--- src/rtl/riscv_mc_pkg.sv ---
// Shared types and encodings for the multicycle RISC-V control FSM:
// state enum, opcodes, ALU control codes and datapath mux selects.
package riscv_mc_pkg;

    typedef enum logic [3:0] {
        FETCH,
        DECODE,
        MEMADR,
        MEMREAD,
        MEMWB,
        MEMWRITE,
        EXECR,
        EXECI,
        ALUWB,
        BEQ,
        JAL,
        HALT
    } state_t;

    localparam logic [6:0] OP_LOAD   = 7'b0000011;
    localparam logic [6:0] OP_STORE  = 7'b0100011;
    localparam logic [6:0] OP_RTYPE  = 7'b0110011;
    localparam logic [6:0] OP_ITYPE  = 7'b0010011;
    localparam logic [6:0] OP_BRANCH = 7'b1100011;
    localparam logic [6:0] OP_JAL    = 7'b1101111;

    localparam logic [2:0] ALU_ADD = 3'b000;
    localparam logic [2:0] ALU_SUB = 3'b001;
    localparam logic [2:0] ALU_AND = 3'b010;
    localparam logic [2:0] ALU_OR  = 3'b011;
    localparam logic [2:0] ALU_SLT = 3'b101;

    localparam logic [1:0] SRC_A_PC    = 2'b00;
    localparam logic [1:0] SRC_A_OLDPC = 2'b01;
    localparam logic [1:0] SRC_A_RS1   = 2'b10;

    localparam logic [1:0] SRC_B_RS2  = 2'b00;
    localparam logic [1:0] SRC_B_IMM  = 2'b01;
    localparam logic [1:0] SRC_B_FOUR = 2'b10;

    localparam logic [1:0] RES_ALUOUT    = 2'b00;
    localparam logic [1:0] RES_DATA      = 2'b01;
    localparam logic [1:0] RES_ALURESULT = 2'b10;

    localparam logic [1:0] IMM_I = 2'b00;
    localparam logic [1:0] IMM_S = 2'b01;
    localparam logic [1:0] IMM_B = 2'b10;
    localparam logic [1:0] IMM_J = 2'b11;

    function automatic logic [1:0] imm_sel(input logic [6:0] op);
        case (op)
            OP_STORE:  return IMM_S;
            OP_BRANCH: return IMM_B;
            OP_JAL:    return IMM_J;
            default:   return IMM_I;
        endcase
    endfunction

    function automatic logic op_legal(input logic [6:0] op);
        return (op == OP_LOAD) || (op == OP_STORE) || (op == OP_RTYPE) ||
               (op == OP_ITYPE) || (op == OP_BRANCH) || (op == OP_JAL);
    endfunction

endpackage

--- src/rtl/mc_control_fsm_aludec.sv ---
// ALU decoder: maps funct3/funct7b5 (and op bit 5 to tell R from I) to alu_ctrl.
module mc_aludec
    import riscv_mc_pkg::*;
(
    input  logic       op_b5,
    input  logic [2:0] funct3,
    input  logic       funct7b5,
    output logic [2:0] alu_ctrl
);

    always_comb begin
        alu_ctrl = ALU_ADD;
        case (funct3)
            3'b000:  alu_ctrl = (op_b5 && funct7b5) ? ALU_SUB : ALU_ADD;
            3'b010:  alu_ctrl = ALU_SLT;
            3'b110:  alu_ctrl = ALU_OR;
            3'b111:  alu_ctrl = ALU_AND;
            default: alu_ctrl = ALU_ADD;
        endcase
    end

endmodule

--- src/rtl/mc_control_fsm.sv ---
// Multicycle RISC-V main controller with memory wait timeout and sticky fault.
// Define MC_ILLEGAL_TRAP_EN to trap illegal opcodes into HALT (adds illegal_instr).
module mc_control_fsm #(
    parameter int WAIT_TIMEOUT = 15
) (
    input  logic       clk,
    input  logic       reset,
    input  logic [6:0] op,
    input  logic [2:0] funct3,
    input  logic       funct7b5,
    input  logic       zero,
    input  logic       mem_ready,
    output logic       pc_write,
    output logic       ir_write,
    output logic       reg_write,
    output logic       mem_write,
    output logic       adr_src,
    output logic [1:0] alu_src_a,
    output logic [1:0] alu_src_b,
    output logic [1:0] result_src,
    output logic [2:0] alu_ctrl,
    output logic [1:0] imm_src,
    output logic       instr_done,
    output logic       mem_fault
`ifdef MC_ILLEGAL_TRAP_EN
    ,
    output logic       illegal_instr
`endif
);
    import riscv_mc_pkg::*;

    // state    | meaning
    // FETCH    | read instr, PC+4      DECODE   | decode, branch target
    // MEMADR   | load/store address    MEMREAD  | wait for load data
    // MEMWB    | write load data       MEMWRITE | store until mem_ready
    // EXECR    | reg-reg ALU op        EXECI    | reg-imm ALU op
    // ALUWB    | write ALU result      BEQ      | compare, branch on zero
    // JAL      | link + jump           HALT     | stopped until reset

    localparam int CNT_W = (WAIT_TIMEOUT > 1) ? $clog2(WAIT_TIMEOUT) : 1;
    localparam logic [CNT_W-1:0] WAIT_RELOAD = CNT_W'(WAIT_TIMEOUT - 1);

    state_t           state;
    state_t           state_next;
    logic [CNT_W-1:0] wait_left;
    logic [2:0]       dec_alu_ctrl;
    logic             wait_state;
    logic             timeout;

    mc_aludec u_aludec (
        .op_b5    (op[5]),
        .funct3   (funct3),
        .funct7b5 (funct7b5),
        .alu_ctrl (dec_alu_ctrl)
    );

    // wait_left is the number of further low mem_ready cycles tolerated
    assign wait_state = (state == FETCH) || (state == MEMREAD) || (state == MEMWRITE);
    assign timeout    = wait_state && !mem_ready && (wait_left == '0);
    assign imm_src    = imm_sel(op);

    always_comb begin
        state_next = state;
        case (state)
            FETCH:    state_next = timeout ? HALT : (mem_ready ? DECODE : FETCH);
            DECODE: begin
                case (op)
                    OP_LOAD, OP_STORE: state_next = MEMADR;
                    OP_RTYPE:          state_next = EXECR;
                    OP_ITYPE:          state_next = EXECI;
                    OP_BRANCH:         state_next = BEQ;
                    OP_JAL:            state_next = JAL;
`ifdef MC_ILLEGAL_TRAP_EN
                    default:           state_next = HALT;
`else
                    default:           state_next = FETCH;
`endif
                endcase
            end
            MEMADR:   state_next = op[5] ? MEMWRITE : MEMREAD;
            MEMREAD:  state_next = timeout ? HALT : (mem_ready ? MEMWB : MEMREAD);
            MEMWB:    state_next = FETCH;
            MEMWRITE: state_next = timeout ? HALT : (mem_ready ? FETCH : MEMWRITE);
            EXECR:    state_next = ALUWB;
            EXECI:    state_next = ALUWB;
            ALUWB:    state_next = FETCH;
            BEQ:      state_next = FETCH;
            JAL:      state_next = ALUWB;
            HALT:     state_next = HALT;
            default:  state_next = FETCH;
        endcase
    end

    always_comb begin
        pc_write   = 1'b0;
        ir_write   = 1'b0;
        reg_write  = 1'b0;
        mem_write  = 1'b0;
        adr_src    = 1'b0;
        alu_src_a  = SRC_A_PC;
        alu_src_b  = SRC_B_RS2;
        result_src = RES_ALUOUT;
        alu_ctrl   = ALU_ADD;
        case (state)
            FETCH: begin
                alu_src_b  = SRC_B_FOUR;
                result_src = RES_ALURESULT;
                ir_write   = mem_ready;
                pc_write   = mem_ready;
            end
            DECODE: begin
                alu_src_a = SRC_A_OLDPC;
                alu_src_b = SRC_B_IMM;
            end
            MEMADR: begin
                alu_src_a = SRC_A_RS1;
                alu_src_b = SRC_B_IMM;
            end
            MEMREAD:  adr_src = 1'b1;
            MEMWB: begin
                result_src = RES_DATA;
                reg_write  = 1'b1;
            end
            MEMWRITE: begin
                adr_src   = 1'b1;
                mem_write = 1'b1;
            end
            EXECR: begin
                alu_src_a = SRC_A_RS1;
                alu_ctrl  = dec_alu_ctrl;
            end
            EXECI: begin
                alu_src_a = SRC_A_RS1;
                alu_src_b = SRC_B_IMM;
                alu_ctrl  = dec_alu_ctrl;
            end
            ALUWB:    reg_write = 1'b1;
            BEQ: begin
                alu_src_a = SRC_A_RS1;
                alu_ctrl  = ALU_SUB;
                pc_write  = zero;
            end
            JAL: begin
                alu_src_a = SRC_A_OLDPC;
                alu_src_b = SRC_B_FOUR;
                pc_write  = 1'b1;
            end
            default: ;
        endcase
        // FETCH decodes to ir_write=mem_ready even while reset holds the state
        if (reset || timeout) begin
            pc_write  = 1'b0;
            ir_write  = 1'b0;
            reg_write = 1'b0;
            mem_write = 1'b0;
        end
    end

    always_ff @(posedge clk or posedge reset) begin
        if (reset) begin
            state      <= FETCH;
            wait_left  <= WAIT_RELOAD;
            mem_fault  <= 1'b0;
            instr_done <= 1'b0;
`ifdef MC_ILLEGAL_TRAP_EN
            illegal_instr <= 1'b0;
`endif
        end else begin
            state      <= state_next;
            mem_fault  <= mem_fault | timeout;
            instr_done <= (state_next == FETCH) && (state != FETCH);
            if (wait_state && !mem_ready && (wait_left != '0))
                wait_left <= wait_left - CNT_W'(1);
            else
                wait_left <= WAIT_RELOAD;
`ifdef MC_ILLEGAL_TRAP_EN
            if ((state == DECODE) && !op_legal(op))
                illegal_instr <= 1'b1;
`endif
        end
    end

endmodule

--- config.mk ---
export PLATFORM = sky130hd
export DESIGN_NAME = mc_control_fsm
export DESIGN_NICKNAME = d
export VERILOG_FILES = /design/src/rtl/riscv_mc_pkg.sv /design/src/rtl/mc_control_fsm_aludec.sv /design/src/rtl/mc_control_fsm.sv
export SDC_FILE = /design/constraint.sdc
export NUM_CORES = 1
export LEC_CHECK = 0
export BUFFER_PORTS_ARGS = -buffer_cell sky130_fd_sc_hd__buf_4
export CAP_MARGIN = 15
export CORE_UTILIZATION = 53
export DETAILED_ROUTE_END_ITERATION = 6
export PLACE_DENSITY = 0.84
export RECOVER_POWER = 100
export SLEW_MARGIN = 20
export SYNTH_ARGS = -nofsm -noshare
export SYNTH_HDL_FRONTEND = slang
export SYNTH_SLANG_ARGS = --single-unit
--- constraint.sdc ---
create_clock -name clk -period 4.2 [get_ports clk]
set_input_delay 1.26 -clock clk [delete_from_list [all_inputs] [get_ports clk]]
set_output_delay 1.26 -clock clk [all_outputs]
set_load 0.01 [all_outputs]
==> metrics.txt <==
Post-synth ARST share=1.00; Max-Cap Viols=0; Post-Place Worst Slack=0.650 ns; Synth cell types=between 40 and 50; final period utilization=0.899; Post-Syn Instances=around 100; area grow syn2layout=18.4%; first-pass GRT wire length=roughly 4.0 mm; Seq/Total Area, Yosys=0.271; hold crit path type=register to register; M1 GR Usage=0.320; setup ws final=0.425 ns; Num CTS Buffers=3; DRT Wirelength=2.36 mm; Die Wd=around 44 µm; initial antenna violation count=0; Total GRT Usage=0.280; critical path fanouts, max=7; clk root buf=clkbuf_4; Main synth FF type=dfrtp_1; Final setup viols=0; Ys Warns=0; latest clock arrival within the worst-skew pair=0.26 ns; Slew Limit Headroom=0.497; ant diodes=0; status=finished, final reports clean; RR Endpoint=instr_done; Boundary Pins=33; R2R depth=4; Worst EP required=2.94 ns; fin util=0.705; final hold vios=0; Post-route DRC=0; fillcell total=between 100 and 150; VDD IR max=122 µV; cell taking the most area after synthesis=dfrtp_1; post-CTS sizing=0; Post-CTS Setup Inserts=0; vias in the first global route=913; clock slew at reported path FFs=0.07 ns; CP Capture Type=output pin; Peak Freq=0.265 GHz; Initial Util=0.595; Layout Cells excl Fill=150; CTS tree=built; Avg Inst Size Synth=9.02 µm²; Worst Hold Path EP=mem_fault; Leakage=0.493 nW; DP HPWL=1.82 mm; CP arrival=2.51 ns; minimum clock period=3.77 ns; CTS HTree Levels=1; Max Clock Skew=~0.0076 ns; DIE AREA=~2000 µm²; hold slack=0.460 ns; starting DRC count in detailed routing=16; Crit Path Category=input pin to output pin; Worst-Margin Slew=approximately 0.76 ns; Yosys reg bits=10; dpl cells=146; largest cells by area after synthesis=dfrtp_1 19%, dfstp_2 8.4%, xnor2_1 3.7%, nor3_1 3.2%, nand2_1 2.8%; PortBufs=32; Startpoint Class=input pin; most instantiated cells after synthesis=7 x dfrtp_1, 7 x nand2_1, 6 x inv_1, 6 x nor3_1; hold_buf cts=0; pwr/cell area=approximately 260 nW/µm²; routed len/inst=15.7 µm; Synth top area share=0.187; Routability Congestion=0.865; GR Overflow Total=0; Post-Syn Area=938 µm²; # rows=14; pin count of the biggest net entering global routing=21; setup tns final=0 ns; Clock Path Buffers=2; die height=44.1 µm; Hold Startpoint=mem_fault; post-route ant nets=0; Post-layout nets=151; via/cell ratio=6.05; EDFF count, synth=0; Post-Syn Nets=120; GR peak layer=met2; drt first pass iters=4; WHS Path Cells=1; GR Layer Usage met3=0.0163; M2 GR Usage=0.529; Final Max Tran Viols=0; RR Startpoint=state[1]; core area=1580 µm²; CTS Sinks=10; FF-to-FF setup slack=2.23 ns; vias=908; layout cells sized above 1=0.216; RSZ-0062 raised after global routing=false
## final cells by class
type / count / area [µm²] / share of cell area
flip-flops and latches: 10 / 254 / 0.229
repair buffers: 33 / 184 / 0.166
inverters: 6 / 22.5 / 0.0203
well taps: 16 / 20.0 / 0.0180
clock buffers: 4 / 26.3 / 0.0236
multi-input cells: 81 / 604 / 0.544
## critical path, cell delays in order
cell	delay [ns]
clkbuf_1	0.27
nor3_1	0.17
a22oi_4	0.30
o21ai_2	0.11
nor4b_2	0.23
clkbuf_1	0.18
## metal layers
metal  part of all wire  vias up
li1                   -      450
met1               0.42      436
met2               0.55       20
met3              0.016        2
met4             0.0098        0
met5                  0        -
## registers in the layout, summed over array words and instances (netlist names)
register	flops
state	4
wait_left	4
mem_fault	1
instr_done	1
## cells in the final DEF, fill, tap and decap left out, types with 2 or more instances in the layout
master     count
a21oi_1        4
a31oi_1        2
buf_4         15
clkbuf_1      18
clkbuf_4       4
dfrtp_1        7
dfstp_2        3
inv_1          6
mux2i_1        2
nand2_1        7
nand2b_1       3
nand3_1        3
nand3b_1       3
nand4bb_1      2
nor2_1         5
nor2b_1        2
nor3_1         7
nor3b_1        3
nor4b_1        2
o21a_1         2
o21ai_0        3
or3_1          2
xnor2_1        4
xor2_1         2
## cells by family after synthesis
logic type / after synthesis / synth area share
AND/OR/NAND/NOR: 48 / 0.363
AO/OA/AOI/OAI: 23 / 0.192
buffers and inverters: 13 / 0.0667
flip-flops: 10 / 0.271
XOR/XNOR: 7 / 0.0733
multiplexers: 2 / 0.0213
adder cells (fa/ha/maj): 1 / 0.0133
## power breakdown
part           switching (mW)  leakage [nW]  internal [mW]  total, mW
sequential             0.0177         0.125          0.107      0.125
combinational          0.0479         0.353         0.0477     0.0956
clock                  0.0324        0.0150         0.0366     0.0690
## through the flow
step	area [µm²]	power (mW)
global placement	1170	0.229
detailed placement	1170	0.233
floorplan	938	0.192
finish	1110	0.290
global route	1110	0.307
CTS	1190	0.303
## worst max-delay path by stage
stage               from         end
3_5_place_dp   mem_ready   reg_write
6_report       mem_ready   reg_write
3_3_place_gp   mem_ready    pc_write
5_1_grt        mem_ready   reg_write
2_1_floorplan      op[4]  imm_src[0]
4_1_cts        mem_ready   reg_write
(Power assumes the default switching activity.)
